**config.mk**
```make
export PLATFORM = sky130hd
export DESIGN_NAME = dmem_arbiter
export DESIGN_NICKNAME = d
export VERILOG_FILES = /design/src/rtl/mips_pkg.sv /design/src/rtl/dmem_arbiter_rr_pick2.sv /design/src/rtl/dmem_arbiter.sv
export SDC_FILE = /design/constraint.sdc
export NUM_CORES = 1
export LEC_CHECK = 0
export CAP_MARGIN = 20
export CORE_ASPECT_RATIO = 1.2
export CORE_MARGIN = 8
export CORE_UTILIZATION = 42
export CTS_BUF_LIST = sky130_fd_sc_hd__clkbuf_4 sky130_fd_sc_hd__clkbuf_8
export DETAILED_ROUTE_END_ITERATION = 8
export PLACE_DENSITY = 0.9
export SLEW_MARGIN = 20
export SYNTH_ARGS = -nofsm -noshare
export SYNTH_HDL_FRONTEND = slang
export SYNTH_SLANG_ARGS = --single-unit
```
**constraint.sdc**
```tcl
create_clock -name clk -period 1.75 [get_ports clk]
set_input_delay 0.2625 -clock clk [delete_from_list [all_inputs] [get_ports clk]]
set_output_delay 0.2625 -clock clk [all_outputs]
set_load 0.005 [all_outputs]
```
**src/rtl/mips_pkg.sv**
```systemverilog
// Shared types and constants for the MIPS data-memory arbiter.
// Port indices double as the value of the arbiter's round-robin 'last' flag.
package mips_pkg;

  typedef enum logic [1:0] {
    IDLE,
    CMD,
    WAIT,
    RESP
  } arb_state_t;

  localparam logic PORT_CPU = 1'b0;
  localparam logic PORT_DBG = 1'b1;

endpackage

```
**src/rtl/dmem_arbiter_rr_pick2.sv**
```systemverilog
// Two-way round-robin picker: a lone requester wins; on a tie the port
// that was not served last wins.
module rr_pick2
  import mips_pkg::*;
(
  input  logic [1:0] req,
  input  logic       last,
  output logic [1:0] gnt
);

  always_comb begin
    // NOTE: assign a default before any branch so combinational logic never infers a latch.
    gnt = 2'b00;
    if (req == 2'b11) begin
      gnt = (last == PORT_DBG) ? 2'b01 : 2'b10;
    end else begin
      gnt = req;
    end
  end

endmodule

```
**src/rtl/dmem_arbiter.sv**
```systemverilog
// Shares the single-port data memory between the CPU load/store path and the
// debug/DMA port, one registered command per access, round-robin on ties.
module dmem_arbiter
  import mips_pkg::*;
#(
  parameter int AW      = 32,
  parameter int DW      = 32,
  parameter int MEM_LAT = 1
) (
  input  logic          clk,
  input  logic          res,
  input  logic          c_req,
  input  logic          c_we,
  input  logic [AW-1:0] c_addr,
  input  logic [DW-1:0] c_wdata,
  output logic          c_ack,
  output logic [DW-1:0] c_rdata,
  input  logic          d_req,
  input  logic          d_we,
  input  logic [AW-1:0] d_addr,
  input  logic [DW-1:0] d_wdata,
  output logic          d_ack,
  output logic [DW-1:0] d_rdata,
  output logic          m_en,
  output logic          m_we,
  output logic [AW-1:0] m_addr,
  output logic [DW-1:0] m_wdata,
  input  logic [DW-1:0] m_rdata
);

  // WAIT lasts MEM_LAT-1 cycles; the counter is loaded with one less than that.
  localparam logic [1:0] WAIT_INIT = 2'((MEM_LAT > 1) ? MEM_LAT - 2 : 0);

  arb_state_t    state;
  arb_state_t    state_nxt;
  logic [1:0]    cnt;
  logic          last;
  logic          port;
  logic [1:0]    gnt;
  logic          cmd_we;
  logic [AW-1:0] cmd_addr;
  logic [DW-1:0] cmd_wdata;
  logic [DW-1:0] c_rdata_q;
  logic [DW-1:0] d_rdata_q;

  rr_pick2 u_pick (
    .req  ({d_req, c_req}),
    .last (last),
    .gnt  (gnt)
  );

  // NOTE: sequential state uses non-blocking assignments so every flop samples pre-edge values.
  always_ff @(posedge clk or negedge res) begin
    if (!res) begin
      state <= IDLE;
    end else begin
      state <= state_nxt;
    end
  end

  always_comb begin
    state_nxt = state;
    case (state)
      IDLE:    if (c_req || d_req) state_nxt = CMD;
      CMD:     state_nxt = (MEM_LAT == 1) ? RESP : WAIT;
      WAIT:    if (cnt == 2'd0) state_nxt = RESP;
      RESP:    state_nxt = IDLE;
      default: state_nxt = IDLE;
    endcase
  end

  always_ff @(posedge clk or negedge res) begin
    if (!res) begin
      port      <= PORT_CPU;
      last      <= PORT_DBG;
      cnt       <= 2'd0;
      cmd_we    <= 1'b0;
      cmd_addr  <= '0;
      cmd_wdata <= '0;
      c_rdata_q <= '0;
      d_rdata_q <= '0;
    end else begin
      case (state)
        IDLE: begin
          if (|gnt) begin
            port      <= gnt[PORT_DBG];
            cmd_we    <= gnt[PORT_DBG] ? d_we    : c_we;
            cmd_addr  <= gnt[PORT_DBG] ? d_addr  : c_addr;
            cmd_wdata <= gnt[PORT_DBG] ? d_wdata : c_wdata;
          end
        end
        CMD: begin
          last <= port;
          cnt  <= WAIT_INIT;
        end
        WAIT: begin
          if (cnt != 2'd0) cnt <= cnt - 2'd1;
        end
        RESP: begin
          if (port == PORT_DBG) d_rdata_q <= m_rdata;
          else                  c_rdata_q <= m_rdata;
        end
        default: ;
      endcase
    end
  end

  always_comb begin
    m_en  = (state == CMD);
    c_ack = (state == RESP) && (port == PORT_CPU);
    d_ack = (state == RESP) && (port == PORT_DBG);
    // Memory data is only valid during RESP: forward it with the ack, then
    // the captured copy holds it until that port's next ack.
    c_rdata = c_ack ? m_rdata : c_rdata_q;
    d_rdata = d_ack ? m_rdata : d_rdata_q;
  end

  assign m_we    = cmd_we;
  assign m_addr  = cmd_addr;
  assign m_wdata = cmd_wdata;

endmodule

```
==> qor.txt, run 1 <==
crit path launch type = flop
CTS buffer count = 17
Power, Total = 20.91 mW
Clk pwr share = 11.6%
Pleak = 5.065 nW
CP Capture Type = output pin
CP max stage cell = dfrtp_1
Sw Share = 33.96%
multi-input combinational cell area = 2858 µm²
met1 usage = 27.01%
final slew viol count = 0
Worst Skew = 0.01470 ns
Starting Density = 42.83%
Overflow after GRT = 0
max incr delay on CP = 0.42 ns
Die Span Y = 148.3 µm
Critical Path AT = 2.00 ns
Final Worst Setup Slack = -0.5114 ns
Vias/cell = 5.231
number of global-route vias before repair = 6443
Post-DRT Antenna Nets = 0
post-synth net total = 730
htree depth = 4
Clock Tree Buf Depth = 2
fin crit share = 129.2%
Final #Nets = 1100
unrepaired setup endpoints after global routing = yes
mean area per synthesized cell = 10.95 µm²
Cells after Synth = 559
CP Max Fanout = 5
Clock transition at path regs = 0.09 ns
Clock Tree Root = clkbuf_8
worst min path class = primary input to asynchronous set/reset pin
max_slew headroom = 74.05%
final setup vio count = 91
register area = 3379 µm²
cell internal pwr = 13.81 mW
Reg-to-Reg End = state[1]
largest net degree at the start of global routing = 46
core footprint = 14290 µm²
met3 Track Usage GR = 11.21%
Seq/Total Area, Yosys = 55.20%
# IOs = 298
synthesized area = 6122 µm²
Yosys cell types = 26
port bufs = 297
Yosys Warn Count = 0
Worst Path Required = 1.49 ns
failing checks = setup timing
FF-to-FF setup slack = -0.02 ns
Worst R2R Start = state[0]
fillcell total = 840
Sink Count = 135
status = finished, violations left
DRC errors left = 0
Seq cells post-synth = 135
antenna violations before repair = 0
ant diodes = 0
routability cong. = 0.7789
combinational power share = 61.4%
WL per Instance = 23.34 µm
delay-heaviest family, CP = buffers and inverters
kind of critical path = flop to output pin
Die ar. = 18710 µm²
Tmin final = 2.261 ns
share of cells above drive strength 1 = 32.73%
CTS tree = yes
worst slew pin tran = 0.3893 ns
Place WS = -0.3035 ns
cell repeated most along the worst path = buf_6
Max-Cap Viols = 0
routed vias = 5838
Sequential Power Share = 27.0%
FMAX = 0.4422 GHz
Site Rows = 48
first-pass GRT wire length = 37340 µm
initial drt markers = 410
clock latency at the later pin of the worst-skew pair = 0.45 ns
Final HPWL DP = 14990 µm
DR pass1 iterations = 4
Total Wirelength = 26050 µm
met2 Resource Use GR = 45.87%
CP bufs+invs = 4
Area Overhead vs Synth = 81.16%
path depth of the worst reg2reg path = 8
Pwr Density = 1886 nW/µm²
total track usage = 26.17%
Max IR drop VDD = 0.8293 mV
critical-path cell list = ha_4, nand2b_4, buf_6, buf_16, buf_8, mux2_4, buf_6
Die W = 126.2 µm
gr busiest metal = met2
Net Sw Power = 7.101 mW
final hold vios = 0
-- cell usage in the layout (no fill, tap or decap), types with 2 or more instances in the layout --
cell type        netlist  final
clkdlybuf4s50_1        0    229
buf_2                 24      4
buf_16                 0      4
mux2_1                89     23
buf_12                 0     21
mux2_4                 0     66
clkbuf_16              0      3
clkbuf_4               0      3
a21oi_2               20     26
inv_2                  0      2
nor2_1                66     65
nand2_1               67     66
a21oi_1              110    104
inv_1                  7      3
buf_8                  0      6
dfrtp_1              134    134
buf_4                  6     40
clkbuf_8               0     18
inv_4                  0      2
buf_6                  4     80
mux2_2                 9      9
ha_4                   0      3
clkinv_2               0      7
-- area by class of cell --
class	instances	share of cell area (%)
well taps	175	1.974
multi-input cells	379	25.77
repair buffers	389	38.33
clock buffers	21	2.437
inverters	7	0.2820
flip-flops and latches	135	30.47
clock inverters	10	0.7333
-- worst register-to-register path: stages, from the launching register on --
cell and delay (ns):
dfrtp_1 0.42, buf_4 0.16, buf_6 0.10, buf_4 0.14
inv_4 0.07, ha_2 0.20, nand2b_1 0.09, a21boi_2 0.18
mux2_1 0.31
-- synth_stat cells, drive strengths merged --
master / count / area share (%)
mux2: 98 / 18
a21bo: 1 / 0.16
xnor2: 1 / 0.14
clkbuf: 4 / 0.25
buf: 34 / 3.4
nor2: 66 / 4.0
nand2: 67 / 4.1
inv: 7 / 0.43
o22ai: 1 / 0.10
dfrtp: 134 / 55
a21oi: 130 / 12
dfstp: 1 / 0.43
nand2b: 2 / 0.20
o31ai: 1 / 0.12
o21ai: 2 / 0.16
a22o: 1 / 0.14
a21boi: 2 / 0.31
ha: 5 / 1.0
o21a: 1 / 0.12
mux2i: 1 / 0.16
-- flip-flops by register name, indices dropped and copies added (netlist names) --
name and cells:
c_rdata_q 32, d_rdata_q 32, m_addr 32, m_wdata 32
cnt 2, state 2, last 1, m_we 1
port 1
-- worst max-delay path by stage --
stage / startpoint / endpoint / slack (ns) / cells past startpoint
floorplan: state[0] / c_rdata[10] / 0.1 / 5
global placement: state[0] / d_rdata[29] / -0.25 / 5
detailed placement: state[0] / d_rdata[30] / -0.30 / 5
CTS: state[1] / c_rdata[4] / -0.51 / 7
global route: state[0] / c_rdata[29] / -0.58 / 7
finish: state[0] / c_rdata[29] / -0.51 / 7
-- metrics by stage --
| step | TNS (ns) | cell area [µm²] | utilization, % | instances | hold WS, ns |
|---|---|---|---|---|---|
| after floorplan | 0 | 6122 | - | 559 | -0.03309 |
| after global placement | -14.66 | 9453 | 66.13 | 1018 | 0.1850 |
| after detailed placement | -17.00 | 9453 | 66.13 | 1018 | 0.1852 |
| after CTS | -25.53 | 10770 | 75.38 | 1092 | 0.2808 |
| after global routing | -33.53 | 11090 | 77.59 | 1116 | 0.3005 |
| final | -25.77 | 11090 | 77.59 | 1116 | 0.2930 |
-- what timing repair did --
action / in CTS / in global routing
gates cloned: 7 / 5
hold endpoints to repair: 32 / 0
pin swaps: 2 / 1
hold buffers: 1 / 0
buffers inserted: 35 / 27
resized for setup: 436 / 35
setup endpoints to repair: 67 / 135
-- power by group through the flow --
stage               Combinational [mW]  Sequential (mW)  Clock [mW]
detailed placement                8.90             5.50           0
global placement                  8.67             5.40           0
finish                            12.8             5.65        2.42
floorplan                         3.59             5.42           0
CTS                               11.7             5.51        2.41
global route                      13.5             5.79        2.61
-- kinds of logic (layout without fill, tap and decap cells) --
logic type	Yosys count	after routing	share of synthesized area, %
mux	99	99	18.19
compound gates	139	139	12.98
simple gates	135	135	8.359
buf+inv	45	427	4.108
fa+ha+maj	5	5	1.022
flops	135	135	55.20
xor+xnor	1	1	0.1431
-- metal layers --
metal  wire (µm)  up-vias
li1            -     2640
met2       13650      269
met5           0        -
met3        2183       48
met1        9512     2881
met4         707        0
(Power assumes the default switching activity.)
==> run 2, diff against run 1 <==
Settings changed: SETUP_SLACK_MARGIN from default to 0.3.
==> run 2 against run 1 <==
Net effect:
- critical path depth did not move
- clock skew is 0.0022 ns lower
- critical path type unchanged
- flip-flop and latch count did not move
- the run still ends with setup timing left
- first-iteration DRC count up 54%
- final area is 20% higher
- clock power increased by 29%
- critical endpoint is now c_rdata[17]
==> qor.txt, run 2 (synthesis gave the netlist of run 1 again) <==
final setup vio count = 97 (was 91)
worst min path class = primary input to asynchronous set/reset pin (unchanged)
share of cells above drive strength 1 = 52.47% (was 32.73%)
number of global-route vias before repair = 7079 (was 6443)
Sequential Power Share = 23.1% (was 27.0%)
Vias/cell = 5.801 (was 5.231)
Critical Path AT = 2.06 ns (was 2.00 ns)
htree depth = 4 (unchanged)
CP Max Fanout = 8 (was 5)
DR pass1 iterations = 7 (was 4)
register area = 3379 µm² (unchanged)
Die Span Y = 148.3 µm (unchanged)
kind of critical path = flop to output pin (unchanged)
total track usage = 29.94% (was 26.17%)
multi-input combinational cell area = 3924 µm² (was 2858 µm²)
final slew viol count = 0 (unchanged)
CTS buffer count = 17 (unchanged)
routed vias = 6915 (was 5838)
path depth of the worst reg2reg path = 9 (was 8)
largest net degree at the start of global routing = 53 (was 46)
# IOs = 298 (unchanged)
Pwr Density = 1956 nW/µm² (was 1886 nW/µm²)
setup TNS = -32.99 ns (was -25.77 ns)
Overflow after GRT = 0 (unchanged)
Net Sw Power = 9.667 mW (was 7.101 mW)
Sw Share = 37.20% (was 33.96%)
Reg-to-Reg End = d_rdata_q[25] (was state[1])
Clock Tree Buf Depth = 2 (unchanged)
Die W = 126.2 µm (unchanged)
Final #Nets = 1172 (was 1100)
failing checks = setup timing (unchanged)
FMAX = 0.4312 GHz (was 0.4422 GHz)
Place WS = -0.3049 ns (was -0.3035 ns)
first-pass GRT wire length = 42660 µm (was 37340 µm)
routability cong. = 0.8008 (was 0.7789)
Clock transition at path regs = 0.09 ns (about the same)
combinational power share = 64.9% (was 61.4%)
final hold vios = 0 (unchanged)
DRC errors left = 0 (unchanged)
Total Wirelength = 35650 µm (was 26050 µm)
status = finished, violations left (unchanged)
Site Rows = 48 (unchanged)
Final Worst Setup Slack = -0.5689 ns (was -0.5114 ns)
Pleak = 5.926 nW (was 5.065 nW)
Worst Skew = 0.01249 ns (was 0.01470 ns)
cell internal pwr = 16.32 mW (was 13.81 mW)
fin crit share = 132.5% (was 129.2%)
crit path from = state[0] (unchanged)
Worst R2R Start = state[0] (unchanged)
Clock Tree Root = clkbuf_8 (unchanged)
Final HPWL DP = 15010 µm (was 14990 µm)
initial drt markers = 630 (was 410)
WL per Instance = 29.91 µm (was 23.34 µm)
Die ar. = 18710 µm² (unchanged)
fillcell total = 404 (was 840)
CTS tree = yes (unchanged)
worst slew pin tran = 0.6001 ns (was 0.3893 ns)
core footprint = 14290 µm² (unchanged)
Worst Path Required = 1.49 ns (about the same)
max_slew headroom = 59.99% (was 74.05%)
CP Capture Type = output pin (unchanged)
antenna violations before repair = 3 (was 0)
Post-DRT Antenna Nets = 0 (unchanged)
crit path launch type = flop (unchanged)
Max IR drop VDD = 1.015 mV (was 0.8293 mV)
Clk pwr share = 12.0% (was 11.6%)
unrepaired setup endpoints after global routing = yes (unchanged)
Sink Count = 135 (unchanged)
clock latency at the later pin of the worst-skew pair = 0.46 ns (was 0.45 ns)
Area Overhead vs Synth = 117.0% (was 81.16%)
leading cell types in the layout, fill and taps excluded = clkdlybuf4s50_1, buf_6, dfrtp_1 (was clkdlybuf4s50_1, dfrtp_1, a21oi_1)
Tmin final = 2.319 ns (was 2.261 ns)
Starting Density = 42.83% (unchanged)
commonest non-fill, non-tap cell in the layout = clkdlybuf4s50_1 (unchanged)
FF-to-FF setup slack = -0.20 ns (was -0.02 ns)
port bufs = 297 (unchanged)
Max-Cap Viols = 0 (unchanged)
==> run 2: cell count changes in the layout (fill, tap and decap cells not counted), moves of 29 or more <==
cell,previous run,this run
a21oi_1,104,10
buf_6,80,155
clkdlybuf4s50_1,229,164
a21oi_2,26,75
a21oi_4,0,45
dlygate4sd2_1,0,44
nor2_1,65,30
nor2_4,0,31
mux2_4,66,95
==> run 2: power by group through the flow <==
stage | combinational [mW] | sequential, mW | clock, mW
2_1_floorplan | 4.17 | 5.43 | 0
3_3_place_gp | 9.09 | 5.44 | 0
3_5_place_dp | 9.29 | 5.51 | 0
4_1_cts | 13.2 | 5.47 | 3.00
5_1_grt | 17.5 | 6.07 | 3.23
6_report | 16.9 | 5.99 | 3.13
==> run 2: worst max path at each step <==
stage	slack, ns	end	depth (start not counted)
2_1_floorplan	0.22	c_rdata[10]	5
3_3_place_gp	-0.28	d_rdata[15]	5
3_5_place_dp	-0.30	d_rdata[10]	5
4_1_cts	-0.50	c_rdata[16]	7
5_1_grt	-0.60	c_rdata[18]	7
6_report	-0.57	c_rdata[17]	7
==> run 2: routing by layer <==
metal / GRT usage [%] / part of all wire [%] / up-vias
met5: 0 / 0 / -
met4: 16.52 / 5.7 / 0
met3: 10.46 / 8.0 / 134
met2: 51.79 / 52 / 474
met1: 31.33 / 35 / 3503
li1: - / - / 2804
==> run 2: cell type report <==
type / count / area share [%]
Timing Repair Buffer: 460 / 39.66
Multi-Input combinational cell: 380 / 29.53
Sequential cell: 135 / 25.44
Clock buffer: 17 / 1.761
Tap cell: 175 / 1.648
Clock inverter: 15 / 1.639
Inverter: 7 / 0.2731
Antenna cell: 3 / 0.05650
==> run 2: worst max-delay path: stages (launching register included) <==
cell and delay [ns]:
dfrtp_1 0.44, ha_4 0.22, nand2b_4 0.10, buf_6 0.13
buf_6 0.10, buf_12 0.14, mux2_4 0.33, buf_6 0.13
==> run 2: repair_timing <==
item / in CTS / in global routing
gates resized for setup: 591 / 265
pin swaps: 11 / 55
hold buffers: 1 / 0
setup endpoints to repair: 218 / 200
cloned: 21 / 1
hold endpoints to repair: 40 / 0
buffers inserted: 78 / 36
==> run 2: stage by stage <==
stage / cell area, µm² / hold slack, ns / instances / util [%] / power (mW)
after global placement: 9529 / 0.2107 / 1020 / 66.67 / 14.53
after detailed placement: 9529 / 0.2098 / 1020 / 66.67 / 14.80
after CTS: 11960 / 0.3188 / 1152 / 83.67 / 21.72
after global routing: 13290 / 0.3247 / 1192 / 92.95 / 26.77
after floorplan: 6290 / -0.03309 / 559 / - / 9.602
final: 13290 / 0.3143 / 1192 / 92.95 / 25.99
==> run 3, diff against run 2 <==
Settings changed: CORE_MARGIN 8 to default, CTS_CLUSTER_DIAMETER from default to 120.
==> run 3 against run 2 <==
Net effect:
- the flow finishes with violations (DRC, setup timing)
- non-clock buffer count up 12
- utilization down 1.1 points
- first-iteration DRC count down 13%
- critical path type unchanged
- largest cell class unchanged
==> qor.txt, run 3 (synthesis gave the netlist of run 1 again) <==
Area Overhead vs Synth = 110.0% (was 117.0%)
placed standard-cell area = 9632 µm² (was 9529 µm²)
Site Rows = 47 (was 48)
share of cells above drive strength 1 = 46.83% (was 52.47%)
Tmin final = 2.465 ns (was 2.319 ns)
total track usage = 33.96% (was 29.94%)
Post-DRT Antenna Nets = 0 (unchanged)
htree depth = 4 (unchanged)
routed vias = 6988 (was 6915)
final slew viol count = 0 (unchanged)
Total Wirelength = 33040 µm (was 35650 µm)
status = finished, violations left (unchanged)
Final Core Density = 91.85% (was 92.95%)
Overflow after GRT = 0 (unchanged)
Clock Tree Buf Depth = 2 (unchanged)
initial drt markers = 546 (was 630)
core footprint = 14000 µm² (was 14290 µm²)
max_slew headroom = 76.67% (was 59.99%)
Max-Cap Viols = 0 (unchanged)
Critical Path AT = 2.20 ns (was 2.06 ns)
CTS buffer count = 17 (unchanged)
CTS tree = yes (unchanged)
clock latency at the later pin of the worst-skew pair = 0.47 ns (was 0.46 ns)
failing checks = DRC, setup timing (was setup timing)
Worst Skew = 0.01813 ns (was 0.01249 ns)
Starting Density = 43.74% (was 42.83%)
CP Max Fanout = 5 (was 8)
crit path launch type = flop (unchanged)
Final Worst Setup Slack = -0.7149 ns (was -0.5689 ns)
Place WS = -0.2971 ns (was -0.3049 ns)
first-pass GRT wire length = 38090 µm (was 42660 µm)
fin crit share = 140.9% (was 132.5%)
final hold vios = 0 (unchanged)
Sink Count = 135 (unchanged)
kind of critical path = flop to output pin (unchanged)
Die W = 112.2 µm (was 126.2 µm)
setup TNS = -53.77 ns (was -32.99 ns)
Pleak = 6.150 nW (was 5.926 nW)
commonest non-fill, non-tap cell in the layout = clkdlybuf4s50_1 (unchanged)
Worst Path Required = 1.49 ns (about the same)
Die ar. = 15070 µm² (was 18710 µm²)
# IOs = 298 (unchanged)
Die Span Y = 134.3 µm (was 148.3 µm)
Vias/cell = 5.843 (was 5.801)
worst min path class = primary input to asynchronous set/reset pin (unchanged)
unrepaired setup endpoints after global routing = yes (unchanged)
DR pass1 iterations = 9 (was 7)
worst slew pin tran = 0.3488 ns (was 0.6001 ns)
routability cong. = 0.7908 (was 0.8008)
Finished Cell Area = 12850 µm² (was 13290 µm²)
Max IR drop VDD = 0.9285 mV (was 1.015 mV)
final setup vio count = 169 (was 97)
WL per Instance = 27.62 µm (was 29.91 µm)
DRC errors left = 19 (was 0)
port bufs = 297 (unchanged)
leading cell types in the layout, fill and taps excluded = clkdlybuf4s50_1, dfrtp_1, buf_6 (was clkdlybuf4s50_1, buf_6, dfrtp_1)
number of global-route vias before repair = 6673 (was 7079)
Clock transition at path regs = 0.11 ns (was 0.09 ns)
Clock Tree Root = clkbuf_8 (unchanged)
ant diodes = 0 (was 3)
antenna violations before repair = 0 (was 3)
largest net degree at the start of global routing = 42 (was 53)
CP Capture Type = output pin (unchanged)
fillcell total = 469 (was 404)
Final HPWL DP = 13380 µm (was 15010 µm)
Final #Nets = 1183 (was 1172)
FMAX = 0.4057 GHz (was 0.4312 GHz)
path depth of the worst reg2reg path = 10 (was 9)
Pwr Density = 1912 nW/µm² (was 1956 nW/µm²)
run 3: through the flow:
step / total power [mW] / hold WS [ns] / cells
after floorplan: 9.602 / -0.03309 / 559
after global placement: 14.43 / 0.1719 / 1022
after detailed placement: 14.76 / 0.1752 / 1022
after CTS: 20.02 / 0.2524 / 1125
after global routing: 25.21 / 0.2650 / 1196
final: 24.58 / 0.2660 / 1196
run 3: routing by layer:
layer,routed length (µm),up-vias,global-route usage [%]
li1,-,2827,-
met1,11210,3411,35.56
met2,16420,561,61.08
met3,2967,189,10.62
met4,2441,0,17.56
met5,0,-,0
run 3: path summary, 6_finish.rpt:
check                              start       endpoint  slack [ns]
max                             state[0]    c_rdata[18]       -0.71
min                                  res   d_rdata_q[1]        0.27
max reg2reg                     state[0]  d_rdata_q[19]       -0.31
min reg2reg                d_rdata_q[28]  d_rdata_q[28]        0.51
max in group asynchronous            res  c_rdata_q[21]        0.83
min in group clk             c_wdata[26]    m_wdata[26]        0.34
run 3: worst max-delay path, cell delays in order, from the launching register on:
cell      delay [ns]
dfrtp_1         0.44
ha_4            0.21
buf_12          0.13
nand2b_4        0.11
buf_4           0.14
buf_12          0.12
buf_4           0.14
mux2_4          0.32
buf_6           0.12
run 3: timing repair:
action	in CTS	in global routing
buffers inserted	53	65
endpoints found under the setup margin	215	229
pin swaps	7	14
gates cloned	17	6
hold endpoints to repair	28	0
gates resized for setup	383	261
hold buffers	1	0
run 3: final cells by class:
type / count / area (µm²) / share of cell area, %
clock inverter: 14 / 151.4 / 1.178
timing repair buffer: 472 / 5426 / 42.21
sequential: 135 / 3379 / 26.29
inverter: 7 / 36.28 / 0.2823
tap: 171 / 214.0 / 1.664
clock buffer: 18 / 247.7 / 1.927
multi-input combinational: 379 / 3400 / 26.45
run 3: where the power goes:
group | internal, mW | switching [mW]
clock | 1.31 | 1.47
sequential | 4.72 | 1.09
combinational | 9.57 | 6.41
